File: config.mk
export PLATFORM = sky130hd
export DESIGN_NAME = hazard_control_flat
export DESIGN_NICKNAME = d
export VERILOG_FILES = /design/src/rtl/hazard_control_pkg.sv /design/src/rtl/hazard_control_if.sv /design/src/rtl/hazard_control_sat_counter.sv /design/src/rtl/hazard_control.sv /design/src/flat_wrapper.sv
export SDC_FILE = /design/constraint.sdc
export NUM_CORES = 1
export LEC_CHECK = 0
export CAP_MARGIN = 25
export CELL_PAD_IN_SITES_DETAIL_PLACEMENT = 0
export CELL_PAD_IN_SITES_GLOBAL_PLACEMENT = 1
export CORE_MARGIN = 10
export CORE_UTILIZATION = 43
export CTS_BUF_LIST = sky130_fd_sc_hd__clkbuf_8
export DETAILED_ROUTE_END_ITERATION = 6
export DONT_BUFFER_PORTS = 1
export GPL_TIMING_DRIVEN = 0
export MAX_ROUTING_LAYER = met4
export PLACE_DENSITY = 0.74
export REMOVE_ABC_BUFFERS = 1
export SLEW_MARGIN = 20
export SYNTH_ARGS = -nofsm -noshare
export SYNTH_HDL_FRONTEND = slang
export SYNTH_SLANG_ARGS = --single-unit
File: constraint.sdc
create_clock -name clk -period 1.7 [get_ports clk]
set_input_delay 0.255 -clock clk [delete_from_list [all_inputs] [get_ports clk]]
set_output_delay 0.255 -clock clk [all_outputs]
set_load 0.05 [all_outputs]
File: src/rtl/hazard_control_pkg.sv
// Shared constants and state encoding for the pipeline hazard controller.
package hazard_control_pkg;

  typedef enum logic {
    RUN      = 1'b0,
    MEM_WAIT = 1'b1
  } hz_state_t;

  // sll $0,$0,0 is the canonical NOP; bubbles carry it with all control bits cleared
  localparam logic [31:0] NOP_INSTR = 32'h0000_0000;
  localparam logic [4:0]  REG_ZERO  = 5'd0;

endpackage

File: src/rtl/hazard_control_if.sv
// Hazard inputs from the pipeline stages and the sequencing controls returned to them.
interface hazard_control_if;
  logic       IDEX_MemRead;
  logic [4:0] IDEX_RegisterRt;
  logic [4:0] IFID_RegisterRs;
  logic [4:0] IFID_RegisterRt;
  logic       branch_taken;
  logic       EXMem_MemAccess;
  logic       dmem_ready;
  logic       pc_write;
  logic       IFID_write;
  logic       IFID_flush;
  logic       IDEX_bubble;
  logic       pipe_hold;

  modport master (
    output IDEX_MemRead, IDEX_RegisterRt, IFID_RegisterRs, IFID_RegisterRt,
           branch_taken, EXMem_MemAccess, dmem_ready,
    input  pc_write, IFID_write, IFID_flush, IDEX_bubble, pipe_hold
  );

  modport slave (
    input  IDEX_MemRead, IDEX_RegisterRt, IFID_RegisterRs, IFID_RegisterRt,
           branch_taken, EXMem_MemAccess, dmem_ready,
    output pc_write, IFID_write, IFID_flush, IDEX_bubble, pipe_hold
  );
endinterface

File: src/rtl/hazard_control_sat_counter.sv
// Event counter that sticks at all-ones instead of wrapping.
module sat_counter #(
  parameter int W = 16
) (
  input  logic         clk,
  input  logic         reset,
  input  logic         inc,
  output logic [W-1:0] count
);

  always_ff @(posedge clk) begin
    if (reset)
      count <= '0;
    else if (inc && (count != '1))
      count <= count + 1'b1;
  end

endmodule

File: src/rtl/hazard_control.sv
// Resolves load-use, taken-branch and memory-wait hazards for the five-stage pipeline.
module hazard_control
  import hazard_control_pkg::*;
#(
  parameter int CNT_W       = 16,
  parameter int MEM_TIMEOUT = 64
) (
  input  logic             clk,
  input  logic             reset,
  hazard_control_if.slave  hz,
  output logic [CNT_W-1:0] stall_cycles,
  output logic [CNT_W-1:0] flush_events,
  output logic             mem_error
);

  localparam int WAIT_W = $clog2(MEM_TIMEOUT) + 1;
  localparam logic [WAIT_W-1:0] WAIT_LAST = WAIT_W'(MEM_TIMEOUT - 1);

  hz_state_t   state, next_state;
  logic [WAIT_W-1:0] wait_cnt;
  logic load_use, mem_stall;
  logic pc_write, IFID_write, IFID_flush, IDEX_bubble, pipe_hold;

  assign load_use  = hz.IDEX_MemRead && (hz.IDEX_RegisterRt != REG_ZERO) &&
                     ((hz.IDEX_RegisterRt == hz.IFID_RegisterRs) ||
                      (hz.IDEX_RegisterRt == hz.IFID_RegisterRt));
  assign mem_stall = hz.EXMem_MemAccess && !hz.dmem_ready;

  always_ff @(posedge clk) begin
    if (reset)
      state <= RUN;
    else
      state <= next_state;
  end

  // Without a memory stall both states use the RUN rules, so MEM_WAIT only shapes the wait counter.
  always_comb begin
    next_state  = RUN;
    pc_write    = 1'b1;
    IFID_write  = 1'b1;
    IFID_flush  = 1'b0;
    IDEX_bubble = 1'b0;
    pipe_hold   = 1'b0;
    if (mem_stall) begin
      next_state = MEM_WAIT;
      pc_write   = 1'b0;
      IFID_write = 1'b0;
      pipe_hold  = 1'b1;
    end else if (hz.branch_taken) begin
      IFID_flush  = 1'b1;
      IDEX_bubble = 1'b1;
    end else if (load_use) begin
      pc_write    = 1'b0;
      IFID_write  = 1'b0;
      IDEX_bubble = 1'b1;
    end
  end

  assign hz.pc_write    = pc_write;
  assign hz.IFID_write  = IFID_write;
  assign hz.IFID_flush  = IFID_flush;
  assign hz.IDEX_bubble = IDEX_bubble;
  assign hz.pipe_hold   = pipe_hold;

  always_ff @(posedge clk) begin
    if (reset) begin
      wait_cnt  <= '0;
      mem_error <= 1'b0;
    end else if (next_state == RUN) begin
      wait_cnt  <= '0;
    end else if (state == MEM_WAIT) begin
      if (wait_cnt == WAIT_LAST)
        mem_error <= 1'b1;
      else
        wait_cnt <= wait_cnt + 1'b1;
    end
  end

  sat_counter #(.W(CNT_W)) u_stall_cnt (
    .clk   (clk),
    .reset (reset),
    .inc   (!pc_write),
    .count (stall_cycles)
  );

  sat_counter #(.W(CNT_W)) u_flush_cnt (
    .clk   (clk),
    .reset (reset),
    .inc   (IFID_flush),
    .count (flush_events)
  );

endmodule

File: src/flat_wrapper.sv
// flat-port wrapper written by rule: the top's interface ports become plain ports
module hazard_control_flat import hazard_control_pkg::*;
#(
  parameter int CNT_W       = 16,
  parameter int MEM_TIMEOUT = 64
)
  (clk, reset, stall_cycles, flush_events, mem_error, hz_IDEX_MemRead, hz_IDEX_RegisterRt, hz_IFID_RegisterRs, hz_IFID_RegisterRt, hz_branch_taken, hz_EXMem_MemAccess, hz_dmem_ready, hz_pc_write, hz_IFID_write, hz_IFID_flush, hz_IDEX_bubble, hz_pipe_hold);
  hazard_control_if hz_i ();
  input  logic clk;
  input  logic reset;
  output logic [CNT_W-1:0] stall_cycles;
  output logic [CNT_W-1:0] flush_events;
  output logic mem_error;
  input wire logic [$bits(hz_i.IDEX_MemRead)-1:0] hz_IDEX_MemRead;
  input wire logic [$bits(hz_i.IDEX_RegisterRt)-1:0] hz_IDEX_RegisterRt;
  input wire logic [$bits(hz_i.IFID_RegisterRs)-1:0] hz_IFID_RegisterRs;
  input wire logic [$bits(hz_i.IFID_RegisterRt)-1:0] hz_IFID_RegisterRt;
  input wire logic [$bits(hz_i.branch_taken)-1:0] hz_branch_taken;
  input wire logic [$bits(hz_i.EXMem_MemAccess)-1:0] hz_EXMem_MemAccess;
  input wire logic [$bits(hz_i.dmem_ready)-1:0] hz_dmem_ready;
  output wire logic [$bits(hz_i.pc_write)-1:0] hz_pc_write;
  output wire logic [$bits(hz_i.IFID_write)-1:0] hz_IFID_write;
  output wire logic [$bits(hz_i.IFID_flush)-1:0] hz_IFID_flush;
  output wire logic [$bits(hz_i.IDEX_bubble)-1:0] hz_IDEX_bubble;
  output wire logic [$bits(hz_i.pipe_hold)-1:0] hz_pipe_hold;
  assign hz_i.IDEX_MemRead = hz_IDEX_MemRead;
  assign hz_i.IDEX_RegisterRt = hz_IDEX_RegisterRt;
  assign hz_i.IFID_RegisterRs = hz_IFID_RegisterRs;
  assign hz_i.IFID_RegisterRt = hz_IFID_RegisterRt;
  assign hz_i.branch_taken = hz_branch_taken;
  assign hz_i.EXMem_MemAccess = hz_EXMem_MemAccess;
  assign hz_i.dmem_ready = hz_dmem_ready;
  assign hz_pc_write = hz_i.pc_write;
  assign hz_IFID_write = hz_i.IFID_write;
  assign hz_IFID_flush = hz_i.IFID_flush;
  assign hz_IDEX_bubble = hz_i.IDEX_bubble;
  assign hz_pipe_hold = hz_i.pipe_hold;
  hazard_control #(.CNT_W(CNT_W), .MEM_TIMEOUT(MEM_TIMEOUT)) u_core (.clk(clk), .reset(reset), .hz(hz_i), .stall_cycles(stall_cycles), .flush_events(flush_events), .mem_error(mem_error));
endmodule
Word level (Yosys, flattened, before mapping). Cells that the tools add are included.

Bitwise gates (word level): 2. Mux-type cells: 9. Add/subtract/negate cells: 3. Equal/unequal tests: 5. Reductions and logical operators: 12.

Operator list (number): $add 16x1->16 const B (2); $ne 16x16->1 const B (2); $eq 5x5->1 (2); $mux 1 (9); $add 7x1->7 const B (1); $eq 7x6->1 const B (1); $logic_and 1x1->1 (5); $reduce_bool 5->1 (1); $reduce_and 3->1 (1); $logic_not 1->1 (2); $not 1->1 (2); $reduce_and 2->1 (1); $reduce_or 2->1 (1); $logic_or 1x1->1 (1).

Output and inout bits: 38. Flip-flop bits (word level): 41. Word-level logic and storage cells: 36. Input port bits: 21.

Depth between registers and ports, before layout.
Depth after elaboration: 8. Gate-level depth with buffers: 9.

Cells and area by module. From an unflattened synthesis, not the netlist that was laid out.

Cells, all modules: 263. Area, all modules: 2254.7 um^2.

By module, submodules not included: sat_counter (instances 2, seq. area each 320.3 um^2, area each 848.3 um^2, cells each 99); hazard_control (instances 1, seq. area each 180.2 um^2, area each 558.0 um^2, cells each 65).

Worst setup path before layout. Ideal clock, no wire load.

Path type: reg-to-reg. Start point: register u_core.u_stall_cnt.count[0]. End point: register u_core.u_stall_cnt.count[1]. Setup slack: -607 ps. Buffers on the path: 2. Data required time: 1572 ps. Data arrival time: 2180 ps. Stages on the path, launching flop included: 10. Period minus slack after synthesis: 2307 ps. Cell sequence: dfxtp_1 ha_1 nand2_1 nor4_2 a21oi_1 a31oi_1 buf_4 buf_6 mux2i_1 nor2_1.

Cells in the longest elaborated chain, start to end: 2. Elaborated cells between the ends (all ways): 3. Those cells by class: 1 x add/sub; 1 x eq/ne; 1 x reduce/logical.

RTL lines: from (decl) (RTL line hazard_control_sat_counter.sv:8) `output logic [W-1:0] count`; from (signal assigned) (RTL line hazard_control_sat_counter.sv:15) `count <= count + 1'b1;`; parallel branches: the longest is 2 deep, another holds $add 16x1->16.

Parallel ways; which one is timed is not known. A chain may end at the register's enable or synchronous reset.

Worst setup path in the final report.
Start point: register u_core.u_stall_cnt.count[2]. End point: register u_core.u_stall_cnt.count[15].

Same word-level chain as after synthesis.

==> impl_metrics.toml <==
[yosys]
synth_ff_type = "dfxtp_1"
synth_area_um2 = 2043
yosys_warnings = 0
synth_top_cells_by_area = "dfxtp_1 40%, xnor2_1 6.9%, nor2_1 6.1%, xor2_1 5.1%, a21oi_1 3.9%"
synthArstFlopShare_pct = 0
synth_seq_area_share_pct = 40.17
synth.top_cell.area_share_pct = 40.17
ys_seq_elements = 41
synthCells = 245
synth_edf_count = 0
synth_top_cell_by_area = "dfxtp_1"
synth_area_per_cell_um2 = 8.340
synth_cell_types = 40

[detailed_routing]
firstDrtPassIters = 4
drt_iter0_markers = 77
routed_wl_um = 5949
wl_per_cell_um = 18.36
drc = 0
via_per_inst = 5.713
via_count = 1851
ant_nets = 0

[sta]
tightest_slew_ns = 0.5774
setup_ws_ns = -0.2374
rsz0062_at_grt = "yes"
timing.fmax_mhz = 516.1
period_minus_slack_ns = 1.937
fin_crit_sh_pct = 114.0
slew_headroom_pct = 61.51
drv_slew = 0
setup_viol = 17
hold_violations = 0
fin_skew_ns = 0.007433

[global_routing]
grt_usage_pct = 15.21
grt_max_degree = 25
antenna_found_initial = 0
globalRouteOverflowTotal = 0
grt_pass1_vias = 1772
grt_pass1_wl_um = 9094

[die]
die_h_um = 88.93
rows = 25
die_w_um = 88.93
dieArea_um2 = 7909
ios = 59
initial_utilization_pct = 43.84
core_um2 = 4661

[worst_hold_path]
hold_class = "in2reg"

[placed_design]
hpwl_um = 3426
place.gp.congestion = 0.7737
port-buffer-count = 0
preCtsSetupSlack_ns = -1.161
numPlacedInstances = 291

[setup_path]
crit_type = "reg2reg"
setup.worst_path.start_class = "register"
critPathMaxStageDelay_ns = 0.49
crit_family = "simple AND/OR/NAND/NOR gates"
cp_data_required_time_ns = 1.93
path_max_fanout = 7
critPathCaptureType = "register"
cp_slowest_cell = "dfxtp_4"
cp.arrival_ns = 2.17
critical_path.cell_chain = "nand3_4, or2_4, or4_4, or3_4, a21oi_2"
crit_buf_inv = 0

[cells_and_area]
fillerInstances = 396
layout-drive-gt1-share_pct = 41.11
fin_util_pct = 60.62
antennaDiodeCount = 0
nNetsFinal = 293
area_growth_syn_to_layout_pct = 38.27
stdcell_count = 324

[clock_tree]
clock_tree.buffer_depth = 2
cts_tree = "done"
htree_levels = 2
clk_pin_slew_worst_paths_ns = 0.08
clkLatencyLatePin_ns = 0.30
cts_buffers = 5
cts.sinks = 41
cts-root-buf = "clkbuf_8"

[run]
maxCapViolCount = 0

[pwr]
vdd_drop_max_mv = 0.3718
p_leak_uw = 0.0009591
powerDensity_nw_per_um2 = 715.0
power_uw = 2020

[run_status]
violations = "setup timing"
status = "finished with violations"
[metal layers]
metal / wire, um / global-route usage, %
met1: 2406 / 16.60
met2: 2937 / 25.27
met3: 497 / 5.743
met4: 107 / 4.624
met5: 0 / -
[cell families after synthesis]
family / share of synthesized area (%)
adder cells (fa/ha/maj): 1.837
AO/OA/AOI/OAI: 10.66
multiplexers: 2.572
AND/OR/NAND/NOR: 29.21
buffers and inverters: 3.551
XOR/XNOR: 12.00
flip-flops: 40.17
[final cells by class]
| class | count | area, um2 | area share, % |
|---|---|---|---|
| timing repair buffer | 22 | 224.0 | 7.927 |
| clock inverter | 2 | 37.54 | 1.329 |
| sequential | 41 | 913.4 | 32.33 |
| inverter | 7 | 42.54 | 1.506 |
| timing repair inverter | 1 | 6.256 | 0.2214 |
| clock buffer | 6 | 82.58 | 2.923 |
| multi-input combinational | 191 | 1451 | 51.37 |
| tap | 54 | 67.56 | 2.391 |
[Yosys cell counts, types with 6 or more instances]
master / number
dfxtp_1: 41
nor2_1: 33
nand2_1: 21
a21oi_1: 16
xnor2_1: 16
nand3_1: 12
xor2_1: 12
o21ai_0: 9
and3_1: 8
or3_1: 8
nand4_1: 7
inv_1: 6
or4_1: 6
[cells in the final DEF, fill, tap and decap left out, drive strengths merged]
| cell | n |
|---|---|
| o21a | 1 |
| or4 | 6 |
| nor3 | 4 |
| o22ai | 1 |
| a21oi | 16 |
| mux2i | 3 |
| o31ai | 4 |
| nand3 | 13 |
| bufinv | 1 |
| clkbuf | 7 |
| xnor2 | 16 |
| or3 | 11 |
| a31oi | 3 |
| or2 | 2 |
| buf | 17 |
| nand4 | 8 |
| o21ai | 12 |
| and2 | 1 |
| nor4 | 2 |
| nand2 | 21 |
| o2111a | 1 |
| o31a | 1 |
| clkinvlp | 2 |
| mux2 | 2 |
| dlygate4sd3 | 4 |
| a21o | 1 |
| dfxtp | 41 |
| ha | 3 |
| and4 | 2 |
| xor2 | 12 |
| nor2b | 2 |
| inv | 7 |
| nand2b | 2 |
| and3 | 8 |
| nor2 | 33 |
[repair_timing]
action                                  CTS  global route
gates resized for setup                 106            21
cloned                                    4             0
endpoints found under the hold margin    11             5
endpoints found under the setup margin   35            28
pin swaps                                32            20
hold buffers                              2             2
setup buffers                            12             6
[state kept, by name (all words and copies together), names as in the netlist]
name	flops
u_core.wait_cnt	7
u_core.state	1
u_core.u_flush_cnt.count	16
u_core.mem_error	1
u_core.u_stall_cnt.count	16
[stage by stage]
stage               TNS [ns]  cell area (um2)  hold WS, ns
CTS                   -1.991             2693     0.002368
detailed placement    -21.66             2071       0.3329
global route          -4.467             2825    -0.001267
finish                -2.671             2825      0.01830
floorplan             -15.10             1997       0.3241
global placement      -25.81             2064       0.3319
[where the power goes]
part | internal (uW) | switching, uW
clock network | 478 | 351
registers | 942 | 46.6
logic | 87.4 | 116
total | 1510 | 513
[path summary, 6_finish.rpt]
check / startpoint / endpoint / slack, ns / cells after the start
min: reset / u_core.u_stall_cnt.count[10]$_SDFFE_PP0P_ / 0.02 / 1
min reg2reg: u_core.wait_cnt[6]$_SDFFE_PP0P_ / u_core.wait_cnt[6]$_SDFFE_PP0P_ / 0.52 / 1
max: u_core.u_stall_cnt.count[2]$_SDFFE_PP0P_ / u_core.u_stall_cnt.count[15]$_SDFFE_PP0P_ / -0.24 / 5
max reg2reg: u_core.u_stall_cnt.count[2]$_SDFFE_PP0P_ / u_core.u_stall_cnt.count[15]$_SDFFE_PP0P_ / -0.24 / 5
Note: power is estimated with default switching activity, not from simulation.
==> RTL change 1 (same flow settings) <==
`CNT_W` is set to 16 in 2 places; all go to 24.
--- a/src/rtl/hazard_control.sv
+++ b/src/rtl/hazard_control.sv
@@ -2,7 +2,7 @@
 module hazard_control
   import hazard_control_pkg::*;
 #(
-  parameter int CNT_W       = 16,
+  parameter int CNT_W       = 24,
   parameter int MEM_TIMEOUT = 64
 ) (
   input  logic             clk,
--- a/src/flat_wrapper.sv
+++ b/src/flat_wrapper.sv
@@ -1,7 +1,7 @@
 // flat-port wrapper written by rule: the top's interface ports become plain ports
 module hazard_control_flat import hazard_control_pkg::*;
 #(
-  parameter int CNT_W       = 16,
+  parameter int CNT_W       = 24,
   parameter int MEM_TIMEOUT = 64
 )
   (clk, reset, stall_cycles, flush_events, mem_error, hz_IDEX_MemRead, hz_IDEX_RegisterRt, hz_IFID_RegisterRs, hz_IFID_RegisterRt, hz_branch_taken, hz_EXMem_MemAccess, hz_dmem_ready, hz_pc_write, hz_IFID_write, hz_IFID_flush, hz_IDEX_bubble, hz_pipe_hold);
Ports: changed (resized flush_events and stall_cycles); port bits go from 59 to 75. No check against the original RTL was run, so the function may have changed too.
==> RTL change 1 against the unedited design <==
- the run still ends with negative setup slack left
- total power grew 44%
- first-iteration DRC count up 100%
- worst setup slack worse by 0.17 ns
- cell area grew 48%
- wire length grew 49%
- sequential power grew 36%
- synthesized area is 43% higher
- sequential cell count grew 16
==> RTL change 1: results (changes against the unedited design) <==
WL per Instance -> 18.9 um (was 18.4 um)
Number of DRC markers in iteration 0 -> 155 (was 77)
Filler cell count -> 552 (was 396)
First-pass DRT Iterations -> 4 (unchanged)
Setup CP Type -> flip-flop to flip-flop (unchanged)
Yosys warns -> 0 (unchanged)
Hpwl dp -> 5060 um (was 3430 um)
DP Area -> 0.00294 mm^2 (was 0.00207 mm^2)
Top cells by area, synth -> dfxtp_1, nor2_1, xnor2_1, xor2_1, a21oi_1 (was dfxtp_1, xnor2_1, nor2_1, xor2_1, a21oi_1)
R2R setup slack -> -0.41 ns (was -0.24 ns)
Final WS setup -> -0.410 ns (was -0.237 ns)
Final setup fails -> 50 (was 17)
Leak -> 1.46 nW (was 0.959 nW)
CP arrival -> 2.32 ns (was 2.17 ns)
Class of the worst hold path -> primary input to flip-flop (unchanged)
Critical path startpoint -> u_core.u_stall_cnt.count[10] (was u_core.u_stall_cnt.count[2])
Clock buffer depth -> 2 (unchanged)
First-pass GRT wire length -> 13400 um (was 9090 um)
Synth cell count leaders -> dfxtp_1, nor2_1, a21oi_1 (was dfxtp_1, nor2_1, nand2_1)
Setup TNS -> -13.81 ns (was -2.67 ns)
Initial antenna violation count -> 0 (unchanged)
Pin slew with the least headroom to its limit -> 0.625 ns (was 0.577 ns)
Pre-CTS setup slack -> -1.30 ns (was -1.16 ns)
Sequential fraction of the synthesis area -> 39.0% (was 40.2%)
Outcome -> finished with violations (unchanged)
GR Util All Layers -> 16.5% (was 15.2%)
Yosys cell types -> 47 (was 40)
Port bufs -> 0 (unchanged)
Largest net degree at the start of global routing -> 48 (was 25)
Vias in the first global route -> 2604 (was 1772)
Ys async rst share -> 0% (unchanged)
Capture point of the worst path -> u_core.u_stall_cnt.count[6] (was u_core.u_stall_cnt.count[15])
Clk_lat worst skew -> 0.33 ns (was 0.30 ns)
Max Cap Viol -> 0 (unchanged)
Post-Layout Cell Count -> 469 (was 324)
Diodes inserted -> 0 (unchanged)
Cells on worst reg2reg path -> 7 (was 5)
Dpl cells -> 408 (was 291)
Failing checks -> negative setup slack (unchanged)
Root buf cell -> clkbuf_8 (unchanged)
H-tree depth -> 3 (was 2)
Peak VDD IR -> 389 uV (was 372 uV)
Worst-path clk slew -> 0.07 ns
Total CTS buffers -> 9 (was 5)
Largest regs -> u_core.u_flush_cnt.count: 24 flops, u_core.u_stall_cnt.count: 24 flops, u_core.wait_cnt: 7 flops (was u_core.u_flush_cnt.count: 16 flops, u_core.u_stall_cnt.count: 16 flops, u_core.wait_cnt: 7 flops)
GPL Wtd Cong -> 0.799 (was 0.774)
HP Start -> reset (unchanged)
Layout cell share with drive strength beyond 1 -> 44.5% (was 41.1%)
Worst Skew -> 0.0123 ns (was 0.00743 ns)
Top_reg_cell synth -> dfxtp_1 (unchanged)
Vias per inst -> 5.88 (was 5.71)
Syn avg cell area -> 8.56 um^2 (was 8.34 um^2)
CP max FO -> 8 (was 7)
RTL change 1: cell type report:
cell class,instances,share of cell area (%)
Multi-Input combinational cell,267,50.2
Sequential cell,57,31.1
Timing Repair Buffer,42,10.7
Clock buffer,9,2.97
Tap cell,80,2.40
Clock inverter,7,2.07
Inverter,7,0.630
RTL change 1: power breakdown:
part	switching (mW)	leakage, nW	internal, mW
Combinational	0.127	0.852	0.0767
Sequential	0.0475	0.496	1.29
Clock	0.562	0.110	0.812
RTL change 1: how the worst min path moves through the flow:
stage	slack, ns	endpoint	cells past startpoint
after floorplan	0.32	u_core.u_flush_cnt.count[3]	1
after global placement	0.33	u_core.u_flush_cnt.count[3]	1
after detailed placement	0.33	u_core.u_flush_cnt.count[9]	1
after CTS	0.14	u_core.u_stall_cnt.count[22]	2
after global routing	0.19	u_core.u_stall_cnt.count[9]	2
final	0.18	u_core.u_stall_cnt.count[9]	2
RTL change 1: cell families after synthesis:
kind of cell               Yosys count  synth area share, %
xor gates and xnor gates            36                 10.8
muxes                                5                 1.92
and+or+nand+nor                    167                 32.1
DFF                                 57                 39.0
adders and majority gates            3                 1.28
buffers and inverters               21                 4.23
AOI/OAI and AO/OA                   53                 10.7
RTL change 1: through the flow:
step / hold slack, ns / utilization [%]
6_report: 0.176 / 62.1
5_1_grt: 0.190 / 62.1
4_1_cts: 0.142 / 56.0
3_5_place_dp: 0.335 / 43.7
3_3_place_gp: 0.333 / 43.6
2_1_floorplan: 0.324 / -
RTL change 1: critical path, stage by stage (launching register included):
cell and delay, ns:
dfxtp_4 0.48, nand4_1 0.19, or4_4 0.57, o21ai_4 0.20, buf_12 0.13, o21a_2 0.24, or3_1 0.13, a21oi_1 0.05
RTL change 1: layer usage:
metal  part of all wire (%)  vias to the layer above  global-route usage (%)
met5                      0                        -                       -
met1                     45                     1332                    20.9
met3                    7.2                       10                    4.42
met4                    1.0                        0                    5.53
li1                       -                     1336                       -
met2                     47                       78                    24.9
RTL change 1: repair_timing:
| action | in CTS | in global routing |
|---|---|---|
| setup endpoints to repair | 52 | 54 |
| pin swaps | 24 | 54 |
| hold buffers | 1 | 0 |
| gates resized for setup | 139 | 48 |
| gates cloned | 2 | 2 |
| endpoints found under the hold margin | 47 | 0 |
| buffers inserted | 22 | 21 |
==> RTL change 2 (config.mk and constraints unchanged) <==
Without the edit above. Make the reset (`reset`) asynchronous in 3 clocked blocks.
--- a/src/rtl/hazard_control_sat_counter.sv
+++ b/src/rtl/hazard_control_sat_counter.sv
@@ -8,7 +8,7 @@
   output logic [W-1:0] count
 );
 
-  always_ff @(posedge clk) begin
+  always_ff @(posedge clk or posedge reset) begin
     if (reset)
       count <= '0;
     else if (inc && (count != '1))
--- a/src/rtl/hazard_control.sv
+++ b/src/rtl/hazard_control.sv
@@ -26,7 +26,7 @@
                       (hz.IDEX_RegisterRt == hz.IFID_RegisterRt));
   assign mem_stall = hz.EXMem_MemAccess && !hz.dmem_ready;
 
-  always_ff @(posedge clk) begin
+  always_ff @(posedge clk or posedge reset) begin
     if (reset)
       state <= RUN;
     else
@@ -62,7 +62,7 @@
   assign hz.IDEX_bubble = IDEX_bubble;
   assign hz.pipe_hold   = pipe_hold;
 
-  always_ff @(posedge clk) begin
+  always_ff @(posedge clk or posedge reset) begin
     if (reset) begin
       wait_cnt  <= '0;
       mem_error <= 1'b0;
Behaviour: differs if reset is asserted again (counterexample within 4 cycles, from zero or initial values and one cycle with reset high); with reset held inactive, the same outputs for 10 cycles.
==> RTL change 2 against the unedited design <==
- the flow still finishes with violations (negative setup slack)
- synthesized area up 5.0%
- wire length down 3.9%
- sequential cell count unchanged
- non-clock buffer count down 2
- cell area up 3.5%
- sequential share of layout area up 4.1 points
- global-route usage down 1.6 points
- count of clock-buffer cells in the layout unchanged
- worst hold slack better by 0.28 ns
- die area up 3.9%
- worst setup slack worse by 0.066 ns
Power is not compared: it rests on default switching activity, and its combinational part moved more than twofold at a synthesized area within 25%.
==> RTL change 2: results (changes against the unedited design) <==
WL per Instance -> 19.4 um (was 18.4 um)
Vias in the first global route -> 1690 (was 1772)
Final WS setup -> -0.304 ns (was -0.237 ns)
Final core occ -> 61.1% (was 60.6%)
HP Start -> hz_EXMem_MemAccess (was reset)
Failing checks -> negative setup slack (unchanged)
Post-synthesis xor/xnor area fraction -> 16.7% (was 12.0%)
Number of DRC markers in iteration 0 -> 55 (was 77)
GR Util All Layers -> 13.6% (was 15.2%)
Final setup fails -> 30 (was 17)
Hold Slack -> 0.303 ns (was 0.0183 ns)
Worst R2R Start -> u_core.u_stall_cnt.count[1] (was u_core.u_stall_cnt.count[2])
GRT met2 Usage -> 23.0% (was 25.3%)
Setup TNS -> -7.24 ns (was -2.67 ns)
DP Area -> 0.00222 mm^2 (was 0.00207 mm^2)
GRT met3 Usage -> 5.07% (was 5.74%)
Slowest CP cell -> dfrtp_4 (was dfxtp_4)
Syn avg cell area -> 10.6 um^2 (was 8.34 um^2)
DR WL met3 -> 391 um (was 497 um)
Outcome -> finished with violations (unchanged)
Layout cell share with drive strength beyond 1 -> 45.6% (was 41.1%)
Pre-CTS setup slack -> -1.45 ns (was -1.16 ns)
Hpwl dp -> 3560 um (was 3430 um)
Ys async rst share -> 100% (was 0%)
Worst Hold Path EP -> u_core.wait_cnt[3] (was u_core.u_stall_cnt.count[10])
Worst Skew -> 0.00526 ns (was 0.00743 ns)
-- RTL change 2: cell count changes in the layout (fill, tap and decap cells not counted), sizes merged, moves of 6 or more --
cell	unedited run	this run
dfrtp	0	41
dfxtp	41	0
xor2	12	34
a21oi	16	2
nor2	33	22
o21ai	12	1
or3	11	2
xnor2	16	7
nor4	2	8
-- RTL change 2: cell type report --
cell class                 instances  area share, %
tap                               67           2.87
clock inverter                     2           1.15
timing repair buffer              20           6.97
inverter                           7           1.03
clock buffer                       6           2.82
multi-input combinational        152           48.7
sequential                        41           36.4
-- RTL change 2: repair_timing --
item                       CTS  global route
hold endpoints to repair    18             0
gates cloned                 0             2
resized for setup           65            35
buffers inserted            13             5
setup endpoints to repair   35            35
hold buffers                 1             0
pin swaps                   11            23
-- RTL change 2: power by group through the flow --
stage	Sequential, mW	Clock, mW	Combinational, mW
after floorplan	1.85	0	0.353
after global placement	1.92	0	0.397
after detailed placement	1.94	0	0.429
after CTS	2.00	0.823	0.547
after global routing	2.08	0.887	0.735
final	2.03	0.810	0.663
